--- src/rtl/alu_issue_ctrl_if.sv ---
// Handshake bundle between issue front end, ALU and writeback.
// slave: the issue controller; master: the environment (decode/regfile, ALU, writeback).
interface alu_issue_ctrl_if #(
   parameter int DATA_W = 32
);
   logic              in_valid;
   logic              in_ready;
   logic [31:0]       in_instr;
   logic [DATA_W-1:0] in_rs1;
   logic [DATA_W-1:0] in_rs2;
   logic [DATA_W-1:0] alu_a;
   logic [DATA_W-1:0] alu_b;
   logic [3:0]        alu_ctrl;
   logic [DATA_W-1:0] alu_c;
   logic              out_valid;
   logic              out_ready;
   logic [DATA_W-1:0] out_result;
   logic [4:0]        out_rd;
   logic              out_illegal;

   modport slave (
      input  in_valid, in_instr, in_rs1, in_rs2, alu_c, out_ready,
      output in_ready, alu_a, alu_b, alu_ctrl, out_valid, out_result, out_rd, out_illegal
   );

   modport master (
      output in_valid, in_instr, in_rs1, in_rs2, alu_c, out_ready,
      input  in_ready, alu_a, alu_b, alu_ctrl, out_valid, out_result, out_rd, out_illegal
   );
endinterface

--- src/rtl/alu_issue_ctrl.sv ---
// RV32I integer-op front end: decodes one instruction to ALU operands/control,
// waits one cycle for the combinational ALU, then returns the captured result.
module alu_issue_ctrl #(
   parameter int         DATA_W       = 32,
   parameter logic [3:0] ILLEGAL_CTRL = 4'd15
) (
   input  logic             clk,
   input  logic             rst_n,
   alu_issue_ctrl_if.slave  bus
);

   localparam logic [3:0] CTRL_ADD  = 4'd0;
   localparam logic [3:0] CTRL_SUB  = 4'd1;
   localparam logic [3:0] CTRL_XOR  = 4'd2;
   localparam logic [3:0] CTRL_OR   = 4'd3;
   localparam logic [3:0] CTRL_AND  = 4'd4;
   localparam logic [3:0] CTRL_SLL  = 4'd5;
   localparam logic [3:0] CTRL_SRL  = 4'd6;
   localparam logic [3:0] CTRL_SRA  = 4'd7;
   localparam logic [3:0] CTRL_SLT  = 4'd8;
   localparam logic [3:0] CTRL_SLTU = 4'd9;

   localparam logic [6:0] OP_R    = 7'b0110011;
   localparam logic [6:0] OP_I    = 7'b0010011;
   localparam logic [6:0] F7_BASE = 7'b0000000;
   localparam logic [6:0] F7_ALT  = 7'b0100000;

   typedef enum logic [1:0] {
      ST_IDLE = 2'd0,
      ST_EXEC = 2'd1,
      ST_DONE = 2'd2
   } state_e;

   state_e            state_q, state_d;
   logic [DATA_W-1:0] alu_a_q, alu_a_d;
   logic [DATA_W-1:0] alu_b_q, alu_b_d;
   logic [3:0]        alu_ctrl_q, alu_ctrl_d;
   logic [4:0]        rd_q, rd_d;
   logic              illegal_q, illegal_d;
   logic [DATA_W-1:0] result_q, result_d;
   logic              in_ready_q, in_ready_d;
   logic              out_valid_q, out_valid_d;

   logic [6:0]        opcode_s;
   logic [2:0]        f3_s;
   logic [6:0]        f7_s;
   logic [DATA_W-1:0] imm_s;
   logic [DATA_W-1:0] shamt_i_s;
   logic [DATA_W-1:0] shamt_r_s;
   logic [DATA_W-1:0] dec_a_s;
   logic [DATA_W-1:0] dec_b_s;
   logic [3:0]        dec_ctrl_s;
   logic              dec_illegal_s;

   assign opcode_s  = bus.in_instr[6:0];
   assign f3_s      = bus.in_instr[14:12];
   assign f7_s      = bus.in_instr[31:25];
   assign imm_s     = {{(DATA_W-12){bus.in_instr[31]}}, bus.in_instr[31:20]};
   // The ALU does not mask shift amounts, so only the low five bits are ever passed on.
   assign shamt_i_s = {{(DATA_W-5){1'b0}}, bus.in_instr[24:20]};
   assign shamt_r_s = {{(DATA_W-5){1'b0}}, bus.in_rs2[4:0]};

   // Instruction decode to ALU operands and control code.
   always_comb begin
      dec_a_s       = bus.in_rs1;
      dec_b_s       = bus.in_rs2;
      dec_ctrl_s    = CTRL_ADD;
      dec_illegal_s = 1'b0;
      case (opcode_s)
         OP_R: begin
            case (f3_s)
               3'b000: begin
                  if (f7_s == F7_BASE) begin
                     dec_ctrl_s = CTRL_ADD;
                  end else if (f7_s == F7_ALT) begin
                     dec_ctrl_s = CTRL_SUB;
                  end else begin
                     dec_illegal_s = 1'b1;
                  end
               end
               3'b001: begin
                  dec_ctrl_s    = CTRL_SLL;
                  dec_b_s       = shamt_r_s;
                  dec_illegal_s = (f7_s != F7_BASE);
               end
               3'b010: begin
                  dec_ctrl_s    = CTRL_SLT;
                  dec_illegal_s = (f7_s != F7_BASE);
               end
               3'b011: begin
                  dec_ctrl_s    = CTRL_SLTU;
                  dec_illegal_s = (f7_s != F7_BASE);
               end
               3'b100: begin
                  dec_ctrl_s    = CTRL_XOR;
                  dec_illegal_s = (f7_s != F7_BASE);
               end
               3'b101: begin
                  dec_b_s = shamt_r_s;
                  if (f7_s == F7_BASE) begin
                     dec_ctrl_s = CTRL_SRL;
                  end else if (f7_s == F7_ALT) begin
                     dec_ctrl_s = CTRL_SRA;
                  end else begin
                     dec_illegal_s = 1'b1;
                  end
               end
               3'b110: begin
                  dec_ctrl_s    = CTRL_OR;
                  dec_illegal_s = (f7_s != F7_BASE);
               end
               3'b111: begin
                  dec_ctrl_s    = CTRL_AND;
                  dec_illegal_s = (f7_s != F7_BASE);
               end
               default: begin
                  dec_illegal_s = 1'b1;
               end
            endcase
         end
         OP_I: begin
            dec_b_s = imm_s;
            case (f3_s)
               3'b000: dec_ctrl_s = CTRL_ADD;
               3'b010: dec_ctrl_s = CTRL_SLT;
               3'b011: dec_ctrl_s = CTRL_SLTU;
               3'b100: dec_ctrl_s = CTRL_XOR;
               3'b110: dec_ctrl_s = CTRL_OR;
               3'b111: dec_ctrl_s = CTRL_AND;
               3'b001: begin
                  dec_ctrl_s    = CTRL_SLL;
                  dec_b_s       = shamt_i_s;
                  dec_illegal_s = (f7_s != F7_BASE);
               end
               3'b101: begin
                  dec_b_s = shamt_i_s;
                  if (f7_s == F7_BASE) begin
                     dec_ctrl_s = CTRL_SRL;
                  end else if (f7_s == F7_ALT) begin
                     dec_ctrl_s = CTRL_SRA;
                  end else begin
                     dec_illegal_s = 1'b1;
                  end
               end
               default: begin
                  dec_illegal_s = 1'b1;
               end
            endcase
         end
         default: begin
            dec_illegal_s = 1'b1;
         end
      endcase
      // Illegal ops present zero operands so the ALU result is harmless.
      if (dec_illegal_s) begin
         dec_a_s    = {DATA_W{1'b0}};
         dec_b_s    = {DATA_W{1'b0}};
         dec_ctrl_s = ILLEGAL_CTRL;
      end else begin
         dec_a_s    = dec_a_s;
      end
   end

   // Next-state and registered-output logic for the IDLE/EXEC/DONE sequence.
   always_comb begin
      state_d     = state_q;
      alu_a_d     = alu_a_q;
      alu_b_d     = alu_b_q;
      alu_ctrl_d  = alu_ctrl_q;
      rd_d        = rd_q;
      illegal_d   = illegal_q;
      result_d    = result_q;
      in_ready_d  = in_ready_q;
      out_valid_d = out_valid_q;
      case (state_q)
         ST_IDLE: begin
            if (bus.in_valid) begin
               state_d    = ST_EXEC;
               alu_a_d    = dec_a_s;
               alu_b_d    = dec_b_s;
               alu_ctrl_d = dec_ctrl_s;
               rd_d       = bus.in_instr[11:7];
               illegal_d  = dec_illegal_s;
               in_ready_d = 1'b0;
            end else begin
               in_ready_d = 1'b1;
            end
         end
         ST_EXEC: begin
            state_d     = ST_DONE;
            result_d    = illegal_q ? {DATA_W{1'b0}} : bus.alu_c;
            out_valid_d = 1'b1;
         end
         ST_DONE: begin
            // A new in_valid here is left waiting; it is taken in IDLE next cycle.
            if (bus.out_ready) begin
               state_d     = ST_IDLE;
               out_valid_d = 1'b0;
               in_ready_d  = 1'b1;
            end else begin
               out_valid_d = 1'b1;
            end
         end
         default: begin
            state_d     = ST_IDLE;
            out_valid_d = 1'b0;
            in_ready_d  = 1'b1;
         end
      endcase
   end

   // State and output registers.
   always_ff @(posedge clk or negedge rst_n) begin
      if (!rst_n) begin
         state_q     <= ST_IDLE;
         alu_a_q     <= {DATA_W{1'b0}};
         alu_b_q     <= {DATA_W{1'b0}};
         alu_ctrl_q  <= 4'd0;
         rd_q        <= 5'd0;
         illegal_q   <= 1'b0;
         result_q    <= {DATA_W{1'b0}};
         in_ready_q  <= 1'b1;
         out_valid_q <= 1'b0;
      end else begin
         state_q     <= state_d;
         alu_a_q     <= alu_a_d;
         alu_b_q     <= alu_b_d;
         alu_ctrl_q  <= alu_ctrl_d;
         rd_q        <= rd_d;
         illegal_q   <= illegal_d;
         result_q    <= result_d;
         in_ready_q  <= in_ready_d;
         out_valid_q <= out_valid_d;
      end
   end

   assign bus.in_ready    = in_ready_q;
   assign bus.alu_a       = alu_a_q;
   assign bus.alu_b       = alu_b_q;
   assign bus.alu_ctrl    = alu_ctrl_q;
   assign bus.out_valid   = out_valid_q;
   assign bus.out_result  = result_q;
   assign bus.out_rd      = rd_q;
   assign bus.out_illegal = illegal_q;

endmodule
--- src/flat_wrapper.sv ---
// flat-port wrapper written by rule: the top's interface ports become plain ports
module alu_issue_ctrl_flat 
#(
   parameter int         DATA_W       = 32,
   parameter logic [3:0] ILLEGAL_CTRL = 4'd15
)
  (clk, rst_n, bus_in_valid, bus_in_instr, bus_in_rs1, bus_in_rs2, bus_alu_c, bus_out_ready, bus_in_ready, bus_alu_a, bus_alu_b, bus_alu_ctrl, bus_out_valid, bus_out_result, bus_out_rd, bus_out_illegal);
  alu_issue_ctrl_if #(.DATA_W(DATA_W)) bus_i ();
  input  logic clk;
  input  logic rst_n;
  input wire logic [$bits(bus_i.in_valid)-1:0] bus_in_valid;
  input wire logic [$bits(bus_i.in_instr)-1:0] bus_in_instr;
  input wire logic [$bits(bus_i.in_rs1)-1:0] bus_in_rs1;
  input wire logic [$bits(bus_i.in_rs2)-1:0] bus_in_rs2;
  input wire logic [$bits(bus_i.alu_c)-1:0] bus_alu_c;
  input wire logic [$bits(bus_i.out_ready)-1:0] bus_out_ready;
  output wire logic [$bits(bus_i.in_ready)-1:0] bus_in_ready;
  output wire logic [$bits(bus_i.alu_a)-1:0] bus_alu_a;
  output wire logic [$bits(bus_i.alu_b)-1:0] bus_alu_b;
  output wire logic [$bits(bus_i.alu_ctrl)-1:0] bus_alu_ctrl;
  output wire logic [$bits(bus_i.out_valid)-1:0] bus_out_valid;
  output wire logic [$bits(bus_i.out_result)-1:0] bus_out_result;
  output wire logic [$bits(bus_i.out_rd)-1:0] bus_out_rd;
  output wire logic [$bits(bus_i.out_illegal)-1:0] bus_out_illegal;
  assign bus_i.in_valid = bus_in_valid;
  assign bus_i.in_instr = bus_in_instr;
  assign bus_i.in_rs1 = bus_in_rs1;
  assign bus_i.in_rs2 = bus_in_rs2;
  assign bus_i.alu_c = bus_alu_c;
  assign bus_i.out_ready = bus_out_ready;
  assign bus_in_ready = bus_i.in_ready;
  assign bus_alu_a = bus_i.alu_a;
  assign bus_alu_b = bus_i.alu_b;
  assign bus_alu_ctrl = bus_i.alu_ctrl;
  assign bus_out_valid = bus_i.out_valid;
  assign bus_out_result = bus_i.out_result;
  assign bus_out_rd = bus_i.out_rd;
  assign bus_out_illegal = bus_i.out_illegal;
  alu_issue_ctrl #(.DATA_W(DATA_W), .ILLEGAL_CTRL(ILLEGAL_CTRL)) u_core (.clk(clk), .rst_n(rst_n), .bus(bus_i));
endmodule
--- config.mk ---
export PLATFORM = sky130hd
export DESIGN_NAME = alu_issue_ctrl_flat
export DESIGN_NICKNAME = d
export VERILOG_FILES = /design/src/rtl/alu_issue_ctrl_if.sv /design/src/rtl/alu_issue_ctrl.sv /design/src/flat_wrapper.sv
export SDC_FILE = /design/constraint.sdc
export NUM_CORES = 1
export LEC_CHECK = 0
export CORE_UTILIZATION = 40
export CTS_BUF_LIST = sky130_fd_sc_hd__clkbuf_4 sky130_fd_sc_hd__clkbuf_8
export DETAILED_ROUTE_END_ITERATION = 10
export PLACE_DENSITY_LB_ADDON = 0.3
export SLEW_MARGIN = 30
export SYNTH_ARGS = -nofsm -noshare
export SYNTH_HDL_FRONTEND = slang
export SYNTH_SLANG_ARGS = --single-unit
--- constraint.sdc ---
create_clock -name clk -period 2 [get_ports clk]
set_input_delay 0.4 -clock clk [delete_from_list [all_inputs] [get_ports clk]]
set_output_delay 0.4 -clock clk [all_outputs]
set_load 0.01 [all_outputs]
# Yosys cells after proc, flatten, opt, wreduce, memory -nomap -nowiden
# Index checks and enable logic that the tools add are counted.
# word_totals
mem_bits_rw	0
rom_bits	0
n_memories	0
output_inout_bits	108
in_bits	132
register_bits	110
latchBits	0
wordCells	61
# classes
n_reduce_logical	10
n_mul	0
n_bitwise	1
mux	27
add_sub_neg	0
n_lt_le_gt_ge	0
eq_ne	14
n_shift	0
div	0
# op_table
operator	n
$mux 32	5
$pmux 32 s2	1
$pmux 4 s8	2
$eq 7x6->1 const B	2
$eq 3x3->1 const B	4
$mux 4	3
$pmux 4 s2	1
$eq 7x5->1 const B	1
$logic_not 7->1	1
$reduce_bool 7->1	1
$eq 3x2->1 const B	2
$mux 1	6
$pmux 1 s2	3
$pmux 1 s3	2
$pmux 2 s3	1
$reduce_and 2->1	3
$reduce_or 6->1	1
$mux 2	2
$ne 2x2->1 const B	2
$reduce_or 2->1	2
$eq 3x1->1 const B	1
$logic_not 3->1	1
$mux 3	1
$eq 2x1->1 const B	1
3 further kinds	3

# Depth between registers and ports, before layout
# Gate-level depths: netlist (run 1).
# depth
word_depth	6
mapped_depth	8
mapped_depth_nobuf	6

# Least setup slack after synthesis (run 1)
# Ideal clock, no wire load.
# synth_path
kind	in2reg
from	input port bus_in_instr[26]
to	register u_core.alu_a_q[12] (netlist: u_core.bus.alu_a[12])
path_buffers	2
arrival_time_ps	1814
path_stages	6
path_slack_ps	122
path_cell_list	or4_4 > o32ai_1 > and3_1 > buf_6 > buf_12 > a22o_2
# synth_between
elab_chain_len	6
elab_cells_between_ends	9
classes_between	eq/ne: 1; mux: 6; reduce/logical: 2
# synth_lines
element	line	text
from (decl)	flat_wrapper.sv:12	input wire logic [$bits(bus_i.in_instr)-1:0] bus_in_instr;
$eq 7x6->1	alu_issue_ctrl.sv:75, alu_issue_ctrl.sv:102, alu_issue_ctrl.sv:139	
$mux 1	alu_issue_ctrl.sv:75, alu_issue_ctrl.sv:102, alu_issue_ctrl.sv:139	
$mux 1	alu_issue_ctrl.sv:100	if (f7_s == F7_BASE) begin
$pmux 1 s2, on equally long branches	alu_issue_ctrl.sv:123, alu_issue_ctrl.sv:71	
$pmux 1 s2 (*)	alu_issue_ctrl.sv:69	case (opcode_s)
$mux 32 (*)	alu_issue_ctrl.sv:155	if (dec_illegal_s) begin
to (signal assigned)	alu_issue_ctrl.sv:216	alu_a_q <= {DATA_W{1'b0}};
to (signal assigned)	alu_issue_ctrl.sv:226	alu_a_q <= alu_a_d;
to (decl)	alu_issue_ctrl.sv:35	logic [DATA_W-1:0] alu_a_q, alu_a_d;
# Mark *: on every way between the ends. The rest lies on a longest branch, timed or not.
# A chain may end at the register's enable or synchronous reset.

# Worst setup path in the final report (run 1)
# layout_path
from	input port bus_in_instr[26]
to	register u_core.alu_a_q[26] (netlist: u_core.bus.alu_a[26])
# Same word-level chain as after synthesis.

==> flow_summary_export.csv, run 1 <==
group,metric,value,unit
run_status,status,"completed",
setup_path,cp.arrival,2270,ps
placement,dp.final_hpwl,10000,um
setup_path,r2r_cells,7,
clocking,cts.clk_slew.worst_paths,100,ps
setup_path,path_class,"in -> reg",
clocking,ctsHtreeMaxLevel,3,
clocking,insertion_delay,380,ps
power_and_ir_drop,p_leak,3.24,nW
detailed_routing,wl_per_cell,16.2,um
setup_path,startpoint,"bus_in_instr[26]",
die,die_x,111,um
detailed_routing,vias,4239,
detailed_routing,firstDrtPassIters,4,
detailed_routing,routed_wl,13600,um
logic_synthesis,yosysSeqAreaShare,58.4,%
clocking,cts_sinks,110,
sta,timing.fmax,511,MHz
clocking,cts_tree,"yes",
final_layout,layout_commonest_cell,"clkdlybuf4s50_1",
sta,fin_crit_sh,97.8,%
grt,grt_pass1_vias,4421,
setup_path,worstPathRequired,2310,ps
detailed_routing,route.detailed.drc,0,
logic_synthesis,synth_cells,444,
sta,fin_hold_ws,487,ps
final_layout,antenna_cells,0,
sta,fin_tns_setup,0,ps
worst_hold_path,hold_depth,2,
detailed_routing,drtAntennaViolNets,0,
power_and_ir_drop,ir_worst_vdd,0.414,mV
final_layout,final_util,66.6,%
power_and_ir_drop,power.total,5.08,mW
setup_path,timing.rr.start,"u_core.state_q[0]",
clocking,root_buffer,"clkbuf_8",
logic_synthesis,synth-edff-count,0,
die,dieArea,12200,sq um
setup_path,critPathMaxStageDelay,570,ps
setup_path,worstSetupStartpointType,"input pin",
final_layout,layout_common_cells,"clkdlybuf4s50_1, dfrtp_1, o21ai_0",
clocking,cts_made_buffers,9,
logic_synthesis,syn_area_per_cell,10.6,sq um
sta,setup_violations,0,
die,boundaryPins,240,
final_layout,nets,825,
sta,slew_headroom,52.0,%
logic_synthesis,synth-seq-cells,110,
sta,min_period,1960,ps
sta,rsz0062_at_grt,"false",
grt,grt_max_degree,70,
die,coreArea,11500,sq um
grt,antenna_found_initial,0,
setup_path,cp_slowest_cell,"or4_4",
final_layout,design_area,7630,sq um
detailed_routing,drt-vias-per-instance,5.06,
logic_synthesis,netlist_area,4720,sq um
grt,globalRouteOverflowTotal,0,
worst_hold_path,worstHoldStart,"u_core.bus.alu_b[22]",
setup_path,crit_chain,"clkdlybuf4s50_1 > or4_4 > o32ai_4 > and3_4 > buf_12 > a22o_2",
die,start_util,41.1,%
logic_synthesis,synth_fp_nets,580,
setup_path,cp-end-kind,"register",
job,drv_cap,0,
worst_hold_path,hp-class,"reg -> reg",
logic_synthesis,synth.distinct_cells,35,
sta,fin_skew,13.0,ps
sta,hold_viol,0,
logic_synthesis,async_flop_share,100,%
clocking,postCtsSetupRepairBufs,0,
placement,gp_congestion,0.774,
power_and_ir_drop,p_per_area,666,nW/um^2
die,die_y,111,um
final_layout,drive_above_1_share,11.0,%
detailed_routing,drt_iter0_markers,288,
grt,grt_first_pass_wirelength,22000,um
placement,dpl_cell_area,7360,sq um
logic_synthesis,yosysWarnings,0,
sta,tightest_slew,720,ps
setup_path,path_max_fanout,19,
sta,slew_violations,0,
grt,grt_usage,22.4,%
die,rows,39,
logic_synthesis,synthFlopType,"dfrtp_1",
clocking,clockBufferDepth,2,
placement,io_buffers,234,
final_layout,area_growth,61.8,%
-- area by class of cell --
type                       instances  area, sq um
clock buffer                       9          124
multi-input combinational        265         1700
fill                             901         3830
sequential                       110         2750
tap                              143          179
inverter                          37          139
timing repair buffer             266         2650
clock inverter                     7         87.6
-- Yosys cell counts (2+ instances only) --
cell type,n,area [sq um]
nor2b_1,4,25.0
a22oi_1,25,188
nand2_1,55,206
o21ai_1,5,25.0
o211ai_1,2,15.0
a22o_1,14,123
nor4b_1,2,17.5
inv_1,37,139
nor2_1,10,37.5
mux2i_1,7,70.1
clkbuf_1,28,105
ha_1,4,50.1
nand3b_1,29,218
a21oi_1,6,30.0
o21ai_0,66,330
a22o_2,18,180
nand2b_1,2,12.5
nor3_1,2,10.0
buf_12,3,60.1
nand3_1,2,10.0
dfrtp_1,109,2730
-- power by group --
group | switching [mW] | internal, mW
clock | 0.821 | 0.614
sequential | 0.0539 | 2.33
combinational | 0.682 | 0.580
total | 1.56 | 3.53
-- logic make-up (layout without fill, tap and decap cells) --
logic type / count (synthesis) / in the layout / share of synthesized area (%)
AOI/OAI and AO/OA: 139 / 139 / 19.4
buffers and inverters: 69 / 319 / 6.68
muxes: 7 / 7 / 1.49
xor gates and xnor gates: 1 / 1 / 0.186
adders and majority gates: 4 / 4 / 1.06
DFF: 110 / 110 / 58.4
and+or+nand+nor: 114 / 114 / 12.8
-- path summary, 6_finish.rpt --
kind,end,slack (ps)
max,u_core.bus.alu_a[26],40
min,u_core.bus.alu_b[22],490
max reg2reg,u_core.bus.alu_a[26],210
min reg2reg,u_core.bus.alu_b[22],490
max in group asynchronous,u_core.bus.in_ready,850
min in group asynchronous,u_core.bus.alu_a[18],500
-- through the flow --
step                cells  setup slack (ps)
CTS                   837              43.5
floorplan             444               122
global route          837              1.51
global placement      819              -380
detailed placement    819              -427
finish                837              44.5
-- state kept, by name, summed over array words and instances, names as in the netlist --
| name | cells |
|---|---|
| u_core.bus.out_result | 32 |
| u_core.bus.in_ready | 1 |
| u_core.bus.out_illegal | 1 |
| u_core.bus.alu_b | 32 |
| u_core.bus.out_valid | 1 |
| u_core.state_q | 2 |
| u_core.bus.out_rd | 5 |
| u_core.bus.alu_ctrl | 4 |
| u_core.bus.alu_a | 32 |
-- worst max-delay path, delay by kind of cell --
family / cells / cell delay, ps
AOI/OAI and AO/OA: 2 / 420
and+or+nand+nor: 2 / 850
buffers and inverters: 2 / 600
-- per-layer routing --
metal / up-vias / part of all wire, % / wire length, um / global-route usage, %
met5: - / 0 / 0 / 0
met4: 0 / 1.9 / 254 / 7.73
met1: 2028 / 43 / 5800 / 27.6
met2: 162 / 49 / 6640 / 38.2
met3: 20 / 6.5 / 877 / 5.60
li1: 2029 / - / - / -
-- repair_timing --
item                                    4_1_cts  5_1_grt
hold endpoints to repair                     30        0
endpoints found under the setup margin       34        4
hold buffers                                  1        0
resized for setup                             5        3
cloned                                        1        0
Note: power is estimated with default switching activity, not from simulation.
==> run 2: changes to the inputs <==
--- a/config.mk
+++ b/config.mk
@@ -5,7 +5,9 @@
 export SDC_FILE = /design/constraint.sdc
 export NUM_CORES = 1
 export LEC_CHECK = 0
-export CORE_UTILIZATION = 40
+export CELL_PAD_IN_SITES_DETAIL_PLACEMENT = 1
+export CELL_PAD_IN_SITES_GLOBAL_PLACEMENT = 2
+export CORE_UTILIZATION = 24
 export CTS_BUF_LIST = sky130_fd_sc_hd__clkbuf_4 sky130_fd_sc_hd__clkbuf_8
 export DETAILED_ROUTE_END_ITERATION = 10
 export PLACE_DENSITY_LB_ADDON = 0.3
==> flow_summary_export.csv, run 2 (synthesized netlist as in run 1, its figures left out) <==
group,metric,value,unit
sta,fin_hold_ws,399,ps
clocking,cts_made_buffers,9,
detailed_routing,highest_layer,"met4",
placement,dpl_cell_area,7560,sq um
detailed_routing,wl_met2,8090,um
placement,gp_congestion,0.752,
sta,timing.fmax,507,MHz
sta,fin_skew,8.56,ps
die,rows,50,
power_and_ir_drop,power.total,5.11,mW
power_and_ir_drop,switching_share,30.6,%
grt,globalRouteOverflowTotal,0,
detailed_routing,firstDrtPassIters,4,
run_status,status,"completed",
sta,hold_viol,0,
setup_path,path_max_fanout,9,
final_layout,antenna_cells,0,
grt,antenna_found_initial,0,
clocking,clockBufferDepth,2,
power_and_ir_drop,power.share.clock,26.7,%
sta,slew_headroom,68.2,%
grt,grt_pass1_vias,4952,
detailed_routing,vias,4405,
final_layout,layout.cells.non_filler,960,
die,die_y,142,um
placement,dp.final_hpwl,12100,um
final_layout,area.sequential,2750,sq um
power_and_ir_drop,p_int,3.55,mW
grt,grt_first_pass_wirelength,26100,um
die,die_x,142,um
die,coreArea,19000,sq um
detailed_routing,drt-vias-per-instance,4.59,
power_and_ir_drop,p_per_area,647,nW/um^2
detailed_routing,dr_wl_met3,1440,um
clocking,ctsHtreeMaxLevel,3,
clocking,cts_sinks,110,
clocking,cts.clk_slew.worst_paths,100,ps
sta,slew_violations,0,
setup_path,worstSetupStartpointType,"input pin",
job,drv_cap,0,
final_layout,area_growth,67.5,%
final_layout,layout_commonest_cell,"clkdlybuf4s50_1",
setup_path,path_class,"in -> reg",
power_and_ir_drop,p_comb_share,26.6,%
power_and_ir_drop,seqPwrFrac,46.7,%
clocking,insertion_delay,370,ps
final_layout,multi_input_area,1700,sq um
final_layout,design_area,7910,sq um
clocking,root_buffer,"clkbuf_8",
setup_path,worstPathRequired,2310,ps
power_and_ir_drop,p_leak,3.31,nW
die,start_util,24.9,%
final_layout,drive_above_1_share,11.7,%
sta,min_period,1970,ps
placement,io_buffers,234,
clocking,cts_tree,"yes",
detailed_routing,route.detailed.drc,0,
sta,tightest_slew,477,ps
setup_path,cp.arrival,2280,ps
die,dieArea,20200,sq um
final_layout,nets,832,
detailed_routing,drtAntennaViolNets,0,
grt,grt_usage,16.7,%
sta,rsz0062_at_grt,"false",
detailed_routing,wl_per_cell,17.4,um
detailed_routing,drt_iter0_markers,124,
grt,grt_max_degree,39,
final_layout,layout_common_cells,"clkdlybuf4s50_1, dfrtp_1, o21ai_0",
final_layout,final_util,41.7,%
sta,setup_violations,0,
power_and_ir_drop,power.switching,1.57,mW
sta,fin_crit_sh,98.7,%
detailed_routing,routed_wl,16700,um
worst_hold_path,hp-class,"in -> reg",
power_and_ir_drop,ir_worst_vdd,0.265,mV
detailed_routing,wl_met1,7080,um
die,boundaryPins,240,
final_layout,fillers,2092,
setup_path,cp-end-kind,"register",
placement,dp_cells,940,
[run 2: changes by cell type in the layout (fill, tap and decap cells not counted), sizes merged]
cell and change:
clkdlybuf4s50 -3, dlymetal6s2s +3, clkbuf +4, clkinvlp +3
buf +4, inv -5
[run 2: layer usage]
metal | vias to the layer above | track usage, %
met5 | - | 0
met4 | 0 | 3.90
met3 | 9 | 6.26
met2 | 168 | 29.1
met1 | 2186 | 19.2
li1 | 2042 | -
[run 2: repair_timing]
item,CTS,global route
hold buffers,1,0
cloned,1,3
hold endpoints to repair,14,0
buffers inserted,0,0
gates resized for setup,4,6
endpoints found under the setup margin,24,64
pin swaps,0,3
[run 2: worst paths after layout]
kind | slack, ps | from | cells past startpoint | to
max | 30 | bus_in_instr[26] | 6 | u_core.bus.alu_a[3]
min | 400 | bus_in_instr[27] | 3 | u_core.bus.alu_b[7]
max reg2reg | 120 | u_core.state_q[0] | 7 | u_core.bus.alu_a[3]
min reg2reg | 480 | u_core.bus.out_rd[2] | 2 | u_core.bus.out_rd[2]
max in group asynchronous | 980 | rst_n | 3 | u_core.bus.alu_b[16]
min in group asynchronous | 440 | rst_n | 2 | u_core.bus.out_result[7]
[run 2: power groups by stage]
stage                     registers (mW)  logic [mW]  clock network (mW)
after floorplan                     2.47       0.517                   0
after global placement              2.43        1.33                   0
after detailed placement            2.43        1.37                   0
after CTS                           2.39        1.38                1.46
after global routing                2.40        1.50                1.53
final                               2.39        1.36                1.37
[run 2: layout make-up]
class                   count  area share [%]
clock inverters             5           0.776
repair buffers            273            35.3
multi-input cells         265            21.6
well taps                 260            4.12
inverters                  37            1.76
flip-flops and latches    110            34.8
clock buffers              10            1.66
[run 2: through the flow]
stage               TNS [ps]  setup WS, ps
floorplan                  0           122
global placement      -25290          -420
detailed placement    -26270          -430
CTS                        0          27.4
global route               0          2.74
finish                     0          26.6
[run 2: worst max-delay path: stages]
cell             delay, ps
clkdlybuf4s50_1        430
or4_4                  470
o32ai_4                310
and3_4                 350
clkbuf_16              190
a22o_1                 130
